[src/rtl/game_flow_controller.sv]
// Phase sequencer for the box-and-pipe game: tracks game state, keeps the BCD score
// and steps the tick generator's speed select as the player levels up.
module game_flow_controller #(
  parameter int LEVEL_STEP   = 5,
  parameter int CRASH_CYCLES = 25_000_000
) (
  input  logic       CLOCK_50,
  input  logic       reset,
  input  logic       start,
  input  logic       pause,
  input  logic       collided,
  input  logic       pipe_passed,
  output logic [2:0] clk_speed,
  output logic       freeze,
  output logic       clock_clear,
  output logic       run,
  output logic [2:0] state,
  output logic [3:0] score_tens,
  output logic [3:0] score_ones,
  output logic [1:0] level
);

  typedef enum logic [2:0] {
    IDLE  = 3'd0,
    RUN   = 3'd1,
    PAUSE = 3'd2,
    CRASH = 3'd3,
    OVER  = 3'd4
  } state_t;

  state_t      r_state;
  state_t      w_stateNext;
  logic        r_startPrev;
  logic        r_pausePrev;
  logic        r_clearPulse;
  logic [3:0]  r_scoreTens;
  logic [3:0]  r_scoreOnes;
  logic [1:0]  r_level;
  logic [3:0]  r_pts;
  logic [24:0] r_crashCnt;

  logic w_startRise;
  logic w_pauseRise;
  logic w_startAccept;
  logic w_pointAccept;
  logic w_scoreMax;
  logic w_crashDone;

  assign w_startRise   = start & ~r_startPrev;
  assign w_pauseRise   = pause & ~r_pausePrev;
  assign w_startAccept = w_startRise & ((r_state == IDLE) | (r_state == OVER));
  assign w_scoreMax    = (r_scoreTens == 4'd9) & (r_scoreOnes == 4'd9);
  // A collision in the same cycle wins over the pipe pass; the score freezes at 99.
  assign w_pointAccept = (r_state == RUN) & pipe_passed & ~collided & ~w_scoreMax;
  assign w_crashDone   = (r_crashCnt == 25'(CRASH_CYCLES - 1));

  always_ff @(posedge CLOCK_50) begin
    if (reset) r_state <= IDLE;
    else       r_state <= w_stateNext;
  end

  always_comb begin
    w_stateNext = r_state;
    case (r_state)
      IDLE:    if (w_startRise) w_stateNext = RUN;
      RUN: begin
        if (collided)         w_stateNext = CRASH;
        else if (w_pauseRise) w_stateNext = PAUSE;
      end
      PAUSE:   if (w_pauseRise) w_stateNext = RUN;
      CRASH:   if (w_crashDone) w_stateNext = OVER;
      OVER:    if (w_startRise) w_stateNext = RUN;
      default: w_stateNext = IDLE;
    endcase
  end

  // Key history resets high so a key held through reset needs a fresh press.
  always_ff @(posedge CLOCK_50) begin
    if (reset) begin
      r_startPrev  <= 1'b1;
      r_pausePrev  <= 1'b1;
      r_clearPulse <= 1'b0;
      r_scoreTens  <= 4'd0;
      r_scoreOnes  <= 4'd0;
      r_level      <= 2'd0;
      r_pts        <= 4'd0;
      r_crashCnt   <= 25'd0;
    end else begin
      r_startPrev  <= start;
      r_pausePrev  <= pause;
      r_clearPulse <= w_startAccept;
      if (w_startAccept) begin
        r_scoreTens <= 4'd0;
        r_scoreOnes <= 4'd0;
        r_level     <= 2'd0;
        r_pts       <= 4'd0;
      end else if (w_pointAccept) begin
        if (r_scoreOnes == 4'd9) begin
          r_scoreOnes <= 4'd0;
          r_scoreTens <= r_scoreTens + 4'd1;
        end else begin
          r_scoreOnes <= r_scoreOnes + 4'd1;
        end
        if (r_pts == 4'(LEVEL_STEP - 1)) begin
          r_pts <= 4'd0;
          if (r_level != 2'd3) r_level <= r_level + 2'd1;
        end else begin
          r_pts <= r_pts + 4'd1;
        end
      end
      if ((r_state == RUN) && collided) r_crashCnt <= 25'd0;
      else if (r_state == CRASH)        r_crashCnt <= r_crashCnt + 25'd1;
    end
  end

  always_comb begin
    run         = (r_state == RUN);
    freeze      = (r_state != RUN);
    clk_speed   = {1'b0, r_level} + 3'd1;
    clock_clear = (r_state == IDLE) | r_clearPulse;
    state       = r_state;
    score_tens  = r_scoreTens;
    score_ones  = r_scoreOnes;
    level       = r_level;
  end

endmodule

[config.mk]
export PLATFORM = sky130hd
export DESIGN_NAME = game_flow_controller
export DESIGN_NICKNAME = d
export VERILOG_FILES = /design/src/rtl/game_flow_controller.sv
export SDC_FILE = /design/constraint.sdc
export NUM_CORES = 1
export LEC_CHECK = 0
export ABC_AREA = 1
export CELL_PAD_IN_SITES_DETAIL_PLACEMENT = 0
export CELL_PAD_IN_SITES_GLOBAL_PLACEMENT = 1
export CORE_UTILIZATION = 40
export DETAILED_ROUTE_END_ITERATION = 6
export HOLD_SLACK_MARGIN = 0.15
export PLACE_DENSITY_LB_ADDON = 0.1
export SLEW_MARGIN = 20
export SYNTH_ARGS = -nofsm -noshare
export SYNTH_HDL_FRONTEND = slang
export SYNTH_SLANG_ARGS = --single-unit
[constraint.sdc]
create_clock -name CLOCK_50 -period 1.82 [get_ports CLOCK_50]
set_input_delay 0.182 -clock CLOCK_50 [delete_from_list [all_inputs] [get_ports CLOCK_50]]
set_output_delay 0.182 -clock CLOCK_50 [all_outputs]
set_load 0.01 [all_outputs]
==> results of run 1 <==
Yosys cell counts (2+ instances only):
| master | count |
|---|---|
| inv_2 | 4 |
| nand2_2 | 5 |
| nor3_1 | 6 |
| nand3_4 | 2 |
| dfxtp_1 | 45 |
| nor2_4 | 5 |
| ha_1 | 6 |
| inv_1 | 54 |
| nor2_1 | 46 |
| xor2_1 | 5 |
| a21oi_1 | 29 |
| nand2_1 | 82 |
| o21ai_0 | 13 |
| nand3_1 | 25 |
| nor3b_2 | 2 |
| nor2_2 | 4 |
| nand4_1 | 6 |
worst max-delay path by stage:
| stage | startpoint | endpoint | slack, ns |
|---|---|---|---|
| final | state[2] | run | 0.15 |
| after global placement | collided | score_ones[1] | 0.19 |
| after detailed placement | collided | score_tens[3] | 0.18 |
| after global routing | score_tens[1] | score_ones[1] | 0.05 |
| after floorplan | state[0] | r_crashCnt[10] | 0.38 |
| after CTS | state[1] | clock_clear | 0.02 |
state kept, by name, indices dropped and copies added (netlist names):
| register | flops |
|---|---|
| r_crashCnt | 25 |
| r_pts | 4 |
| score_ones | 4 |
| score_tens | 4 |
| state | 3 |
| level | 2 |
| r_clearPulse | 1 |
| r_pausePrev | 1 |
| r_startPrev | 1 |
timing repair:
| item | 4_1_cts | 5_1_grt |
|---|---|---|
| gates resized for setup | 1 | 3 |
| setup endpoints to repair | 1 | 1 |
| setup buffers | 0 | 0 |
report_power, final:
| group | internal [mW] | switching, mW | leakage (nW) |
|---|---|---|---|
| Clock | 0.302 | 0.330 | 0.0443 |
| Combinational | 0.250 | 0.326 | 0.757 |
| Sequential | 1.03 | 0.0605 | 0.364 |
worst max-delay path, cell delays in order, from the launching register on:
cell             delay [ns]
dfxtp_1                0.34
inv_2                  0.12
nand3_4                0.12
inv_1                  0.09
clkdlybuf4s50_1        0.53
cell usage in the layout (no fill, tap or decap), drive strengths merged, types with 2 or more instances in the layout:
cell / Yosys / layout
o21ai: 14 / 14
clkdlybuf4s50: 0 / 23
buf: 2 / 3
nor3b: 2 / 2
dfxtp: 45 / 45
nand4: 7 / 7
nor2: 55 / 55
inv: 58 / 58
xor2: 5 / 5
nand3: 28 / 28
clkbuf: 0 / 7
nor3: 6 / 6
ha: 6 / 6
nand2: 87 / 87
a21oi: 29 / 29
cell families after synthesis:
logic type | count (synthesis) | share of synthesized area
AND/OR/NAND/NOR | 188 | 0.373
buffers and inverters | 61 | 0.100
AO/OA/AOI/OAI | 47 | 0.102
flip-flops | 45 | 0.375
adder cells (fa/ha/maj) | 6 | 0.0312
XOR/XNOR | 5 | 0.0182
layout make-up:
cell class,count,area [µm²]
fillers,590,2810
multi-input cells,246,1260
flip-flops and latches,45,903
repair buffers,27,265
inverters,59,221
well taps,72,90.1
clock buffers,7,86.3
stage by stage:
stage	utilization	instances	total power, mW	setup WS, ns
floorplan	-	352	1.46	0.382
global placement	0.485	449	1.68	0.195
detailed placement	0.485	449	1.69	0.176
CTS	0.501	456	2.34	0.0172
global route	0.502	456	2.44	0.0520
finish	0.502	456	2.30	0.146
layer usage:
metal  share of wire  up-vias
li1                -     1174
met1            0.50      950
met2            0.46       24
met3           0.029        6
met4           0.013        0
met5               0        -
==> run metrics, run 1 <==
P per Cell Area 811 mW/mm²; via count 2154; area leader, netlist dfxtp_1; synth-to-layout area growth 17.8%; Crit Path Class reg2out; Main synth FF type dfxtp_1; Routed Antenna Nets 0; yosys warns 0; Peak VDD IR 0.497 mV; post-synth top area share 0.375; post-synthesis sequential area ratio 0.375; Startpoint Class flip-flop; Hold Path Origin reset; Least-Margin Pin Slew 0.368 ns; fin. max-slew vios 0; Yosys reg bits 45; All-Layer GR Usage 0.177; Pre-antenna DRT Iters 6; Worst Path Arrival 1.49 ns; die width 79.5 µm; Num CTS Buffers 5; Placement Cell Area 0.00274 mm²; vias in the first global route 2014; met2 Use GR 0.298; Post-route DRC 0; pin count of the biggest net entering global routing 20; Final HPWL DP 3.75 mm; met1 usage 0.224; FFs w/ async S/R, synth 0; Leak 1.17 nW; cell area after synthesis 0.00240 mm²; die area 0.00632 mm²; Mapped Cells 352; first-pass GRT wire length 8.87 mm; final setup vio count 0; syn avg cell area 6.82 µm²; Fin. Hold Viols 0; Initial DRC Count 93; port buffer count 24; Die Span Y 79.5 µm; # Max-Cap Violations 0; nets 396; net count after synthesis 364; GRT met3 Usage 0.0400; CTS tree built; Hold Path Stages 2; wire per inst 10.9 µm; Reg2Reg Depth 8; clock-pin slew on the worst setup and hold paths 0.08 ns; FF-to-FF End score_ones[1]; end of the worst hold path r_clearPulse; RSZ-0062 raised after global routing no; row cnt 27; R2R Setup Slk 0.24 ns; worst hold slack 0.432 ns; placer congestion estimate 0.801; Core Area 0.00564 mm²; Ports 25; setup TNS 0 ns; Distinct cells, synth 30; initial antenna violation count 0; Max Fclk 598 MHz; Worst Skew 0.00700 ns; Ant. Diodes 0; Initial Util 0.426; deepest clock path buffer count 2; clock root buffer clkbuf_8; final WL 4.97 mm; clock sink total 45; Final Cycle Share 0.920; layout cells sized above 1 0.0938; Post-synth EDFFs 0; Max transition margin 0.754; Worst setup EP type output port; htree depth 2; layer with the highest usage met2; grt total ovfl 0; Via density 4.72; WP data required 1.64 ns; Hold-fix buffers, CTS 0; status completed; design area 0.00283 mm²; worst-skew pair later-pin latency 0.29 ns; post-layout min period 1.67 ns; RR Startpoint score_tens[1]; Synth area leaders dfxtp_1, nand2_1, inv_1; crit-path max FO 4; HP Class in2reg
No activity file was read; power rests on OpenSTA's default activity.
==> inputs of run 2 (changes only) <==
--- a/config.mk
+++ b/config.mk
@@ -6,9 +6,10 @@
 export NUM_CORES = 1
 export LEC_CHECK = 0
 export ABC_AREA = 1
-export CELL_PAD_IN_SITES_DETAIL_PLACEMENT = 0
-export CELL_PAD_IN_SITES_GLOBAL_PLACEMENT = 1
-export CORE_UTILIZATION = 40
+export CAP_MARGIN = 0
+export CELL_PAD_IN_SITES_DETAIL_PLACEMENT = 1
+export CELL_PAD_IN_SITES_GLOBAL_PLACEMENT = 2
+export CORE_UTILIZATION = 31
 export DETAILED_ROUTE_END_ITERATION = 6
 export HOLD_SLACK_MARGIN = 0.15
 export PLACE_DENSITY_LB_ADDON = 0.1
==> run metrics, run 2 (synthesis results as in run 1) <==
final WL 5.91 mm (was 4.97 mm); synth-to-layout area growth 21.8% (was 17.8%); HP Class in2reg (unchanged); placer congestion estimate 0.752 (was 0.801); nets 398 (was 396); Worst Skew 0.0109 ns (was 0.00700 ns); met1 usage 0.198 (was 0.224); post-CTS setup buffers 0 (unchanged); placed cells 478 (was 449); FILL cells 939 (was 590); deepest clock path buffer count 2 (unchanged); Largest Register r_crashCnt (unchanged); most frequent cells in the layout nand2_1, inv_1, nor2_1 (unchanged); Worst setup EP type output port (unchanged); Pwr Total 2.59 mW (was 2.30 mW); status completed (unchanged); Die Span Y 90.0 µm (was 79.5 µm); post-layout min period 1.71 ns (was 1.67 ns); Post-route DRC 0 (unchanged); Max transition margin 0.753 (was 0.754); initial antenna violation count 0 (unchanged); Placement Cell Area 0.00279 mm² (was 0.00274 mm²); worst hold slack 0.434 ns (was 0.432 ns); R2R Setup Slk 0.23 ns (was 0.24 ns); Worst Path Arrival 1.53 ns (was 1.49 ns); Least-Margin Pin Slew 0.369 ns (was 0.368 ns); fin. max-slew vios 0 (unchanged); Leak 1.20 nW (was 1.17 nW); Hold-fix buffers, CTS 0 (unchanged); clock root buffer clkbuf_8 (unchanged); Fin. Hold Viols 0 (unchanged); P per Cell Area 886 mW/mm² (was 811 mW/mm²); # Max-Cap Violations 0 (unchanged); pin count of the biggest net entering global routing 20 (unchanged); Initial DRC Count 56 (was 93); layer with the highest usage met2 (unchanged); Core Area 0.00737 mm² (was 0.00564 mm²); CTS tree built (unchanged); Crit Path Class reg2out (unchanged); CP top delay family buffers and inverters (unchanged); Max Fclk 585 MHz (was 598 MHz); crit-path max FO 4 (unchanged); Reg2Reg Depth 9 (was 8); design area 0.00293 mm² (was 0.00283 mm²); worst-skew pair later-pin latency 0.31 ns (was 0.29 ns); die width 90.0 µm (was 79.5 µm); FF-to-FF End score_tens[2] (was score_ones[1]); max incr delay on CP 0.54 ns (was 0.53 ns); Hold Path Stages 2 (unchanged); Final Cycle Share 0.939 (was 0.920); All-Layer GR Usage 0.161 (was 0.177); first-pass GRT wire length 10.6 mm (was 8.87 mm); Via density 4.60 (was 4.72); RSZ-0062 raised after global routing no (unchanged); Startpoint Class flip-flop (unchanged); Hold Path Origin reset (unchanged); commonest non-fill, non-tap cell in the layout nand2_1 (unchanged); Non-Filler Instances 486 (was 456); row cnt 31 (was 27); Routed Antenna Nets 0 (unchanged); grt total ovfl 0 (unchanged); crit path buf inv count 3 (unchanged); port buffer count 24 (unchanged); met2 Use GR 0.281 (was 0.298); wire per inst 12.2 µm (was 10.9 µm); RR Startpoint score_tens[1] (unchanged); CP max-delay cell clkdlybuf4s50_1 (unchanged); htree depth 2 (unchanged); layout cells sized above 1 0.103 (was 0.0938); Ant. Diodes 0 (unchanged); final setup vio count 0 (unchanged); WP data required 1.64 ns (about the same); clock-pin slew on the worst setup and hold paths 0.09 ns (was 0.08 ns); Peak VDD IR 0.543 mV (was 0.497 mV); Final HPWL DP 4.54 mm (was 3.75 mm); Initial Util 0.326 (was 0.426); clock sink total 45 (unchanged); GRT met3 Usage 0.0279 (was 0.0400); crit path cell chain inv_2, nand3_4, inv_1, clkdlybuf4s50_1 (unchanged); max reg flops 25 (unchanged); end of the worst hold path r_clearPulse (unchanged); Pre-antenna DRT Iters 4 (was 6); via count 2235 (was 2154); Num CTS Buffers 5 (unchanged); Ports 25 (unchanged); setup TNS 0 ns (unchanged); die area 0.00811 mm² (was 0.00632 mm²); vias in the first global route 2295 (was 2014)
==> run 2: changes by cell type in the layout (fill, tap and decap cells not counted), sizes merged <==
cell and delta:
clkinv +1, buf +2, bufinv +2, clkbuf -2
==> run 2: what timing repair did <==
action | 4_1_cts | 5_1_grt
setup endpoints to repair | 1 | 4
resized for setup | 1 | 3
pin swaps | 0 | 1
==> run 2: final cells by class <==
class | count | area, µm² | share of cell area
clock buffers | 5 | 68.8 | 0.0235
clock inverters | 3 | 65.1 | 0.0222
inverters | 59 | 221 | 0.0757
multi-input cells | 246 | 1260 | 0.432
flip-flops and latches | 45 | 903 | 0.309
well taps | 99 | 124 | 0.0423
repair buffers | 29 | 280 | 0.0958
==> run 2: how the worst max path moves through the flow <==
stage / start / end / depth (start not counted)
floorplan: state[0] / r_crashCnt[10] / 8
global placement: collided / score_ones[1] / 7
detailed placement: collided / score_tens[2] / 8
CTS: state[1] / clock_clear / 4
global route: score_tens[1] / score_ones[1] / 8
finish: state[2] / run / 4
==> run 2: per-layer routing <==
layer  wire length, µm  up-vias  share of wire
li1                  -     1177              -
met1              2910     1031           0.49
met2              2790       21           0.47
met3               131        6          0.022
met4                80        0          0.014
met5                 0        -              0
==> run 2: power breakdown <==
part           internal [mW]  total, mW  switching (mW)
logic                  0.250      0.584           0.334
clock network          0.546      0.918           0.372
registers               1.03       1.09          0.0615
==> run 2: metrics by stage <==
step	setup slack, ns	utilization
after floorplan	0.382	-
after global placement	0.181	0.378
after detailed placement	0.146	0.378
after CTS	0.00256	0.396
after global routing	0.0127	0.397
final	0.111	0.397
==> inputs of run 3 (changes only) <==
--- a/config.mk
+++ b/config.mk
@@ -9,8 +9,9 @@
 export CAP_MARGIN = 0
 export CELL_PAD_IN_SITES_DETAIL_PLACEMENT = 1
 export CELL_PAD_IN_SITES_GLOBAL_PLACEMENT = 2
-export CORE_UTILIZATION = 31
+export CORE_UTILIZATION = 35
 export DETAILED_ROUTE_END_ITERATION = 6
+export DONT_BUFFER_PORTS = 1
 export HOLD_SLACK_MARGIN = 0.15
 export PLACE_DENSITY_LB_ADDON = 0.1
 export SLEW_MARGIN = 20
==> run metrics, run 3 (synthesis results as in run 1) <==
clock sink total 45 (unchanged); die area 0.00720 mm² (was 0.00811 mm²); first-pass GRT wire length 10.1 mm (was 10.6 mm); Final HPWL DP 4.53 mm (was 4.54 mm); Post-route DRC 0 (unchanged); Peak VDD IR 0.603 mV (was 0.543 mV); Leak 1.13 nW (was 1.20 nW); placer congestion estimate 0.726 (was 0.752); Crit. Startpoint r_crashCnt[0] (was state[2]); met2 Use GR 0.306 (was 0.281); initial antenna violation count 0 (unchanged); htree depth 2 (unchanged); Hold Path Origin pipe_passed (was reset); Startpoint Class flip-flop (unchanged); row cnt 29 (was 31); Core Area 0.00649 mm² (was 0.00737 mm²); CTS tree built (unchanged); deepest clock path buffer count 2 (unchanged); Ports 25 (unchanged); # Max-Cap Violations 0 (unchanged); HP Class in2reg (unchanged); Least-Margin Pin Slew 0.416 ns (was 0.369 ns); final setup vio count 0 (unchanged); P per Cell Area 839 mW/mm² (was 886 mW/mm²); layout cells sized above 1 0.111 (was 0.103); Pre-antenna DRT Iters 4 (unchanged); setup TNS 0 ns (unchanged); fin. max-slew vios 0 (unchanged); Worst setup EP type flip-flop (was output port); Initial DRC Count 74 (was 56); commonest non-fill, non-tap cell in the layout nand2_1 (unchanged); Final Cycle Share 0.860 (was 0.939); wire per inst 12.8 µm (was 12.2 µm); max reg flops 25 (unchanged); clock root buffer clkbuf_8 (unchanged); worst-skew pair later-pin latency 0.30 ns (was 0.31 ns); Routed Antenna Nets 0 (unchanged); Crit Path Class reg2reg (was reg2out); Num CTS Buffers 5 (unchanged); GRT met3 Usage 0.0447 (was 0.0279); All-Layer GR Usage 0.177 (was 0.161); clock-pin slew on the worst setup and hold paths 0.10 ns (was 0.09 ns); Die Span Y 84.8 µm (was 90.0 µm); port buffer count 0 (was 24); Fin. Hold Viols 0 (unchanged); Largest Register r_crashCnt (unchanged); synth-to-layout area growth 11.9% (was 21.8%); design area 0.00269 mm² (was 0.00293 mm²); Max transition margin 0.720 (was 0.753); Initial Util 0.370 (was 0.326); post-layout min period 1.57 ns (was 1.71 ns); Placement Cell Area 0.00255 mm² (was 0.00279 mm²); WP data required 2.02 ns (was 1.64 ns); Via density 4.84 (was 4.60); final WL 5.75 mm (was 5.91 mm); most frequent cells in the layout nand2_1, inv_1, nor2_1 (unchanged); via count 2168 (was 2235); post-CTS setup buffers 0 (unchanged); nets 382 (was 398); final core occ 0.414 (was 0.397); RR Startpoint r_crashCnt[0] (was score_tens[1]); Ant. Diodes 0 (unchanged); die width 84.8 µm (was 90.0 µm); Worst Path Arrival 1.77 ns (was 1.53 ns); FILL cells 852 (was 939); status completed (unchanged); RSZ-0062 raised after global routing no (unchanged); met1 usage 0.221 (was 0.198); Max Fclk 639 MHz (was 585 MHz); vias in the first global route 2175 (was 2295); pin count of the biggest net entering global routing 20 (unchanged); crit-path max FO 5 (was 4); grt total ovfl 0 (unchanged); Worst Skew 0.0107 ns (was 0.0109 ns); layer with the highest usage met2 (unchanged)
-- run 3: cell count changes in the layout (fill, tap and decap cells not counted), sizes merged --
cell           previous run  this run
clkbuf                    5         6
dlymetal6s2s              1         0
bufinv                    2         0
clkinv                    2         3
clkdlybuf4s50            23         0
buf                       5         9
dlygate4sd3               0         4
-- run 3: critical path, cell delays in order, from the launching register on --
cell and delay [ns]:
dfxtp_1 0.39, ha_1 0.22, nand2_1 0.08, inv_1 0.13
nand4_4 0.17, or2_0 0.26, o21ai_0 0.16, nor2_1 0.05
-- run 3: path summary, 6_finish.rpt --
| kind | cells past startpoint | slack (ns) | to |
|---|---|---|---|
| max | 7 | 0.25 | r_crashCnt[10] |
| min | 4 | 0.19 | score_ones[2] |
| max reg2reg | 7 | 0.25 | r_crashCnt[10] |
| min reg2reg | 2 | 0.50 | r_crashCnt[4] |
-- run 3: where the power goes --
group / leakage (nW) / internal (mW) / switching, mW
combinational: 0.715 / 0.159 / 0.328
clock: 0.0518 / 0.316 / 0.373
sequential: 0.364 / 1.02 / 0.0556
total: 1.13 / 1.50 / 0.757
-- run 3: layer usage --
metal	wire length, µm	up-vias
met4	58	0
met5	0	-
met3	185	5
met2	2740	20
li1	-	1148
met1	2760	995
-- run 3: area by class of cell --
class	instances	area [µm²]	share of cell area
multi-input cells	246	1260	0.469
flip-flops and latches	45	901	0.335
inverters	59	223	0.0828
repair buffers	13	108	0.0400
well taps	77	96.3	0.0358
clock buffers	6	82.6	0.0307
clock inverters	2	17.5	0.00651
-- run 3: repair_timing --
item | 4_1_cts | 5_1_grt
hold buffers | 4 | 0
hold endpoints to repair | 6 | 0
endpoints found under the setup margin | 0 | 1
resized for setup | 0 | 1
-- run 3: per-stage QoR --
stage / total power [mW] / worst slack, ns / hold WS (ns) / cells
5_1_grt: 2.42 / 0.0519 / 0.187 / 448
4_1_cts: 2.31 / 0.194 / 0.176 / 448
6_report: 2.26 / 0.255 / 0.188 / 448
3_3_place_gp: 1.58 / 0.250 / 0.256 / 436
2_1_floorplan: 1.46 / 0.382 / 0.254 / 352
3_5_place_dp: 1.59 / 0.233 / 0.257 / 436
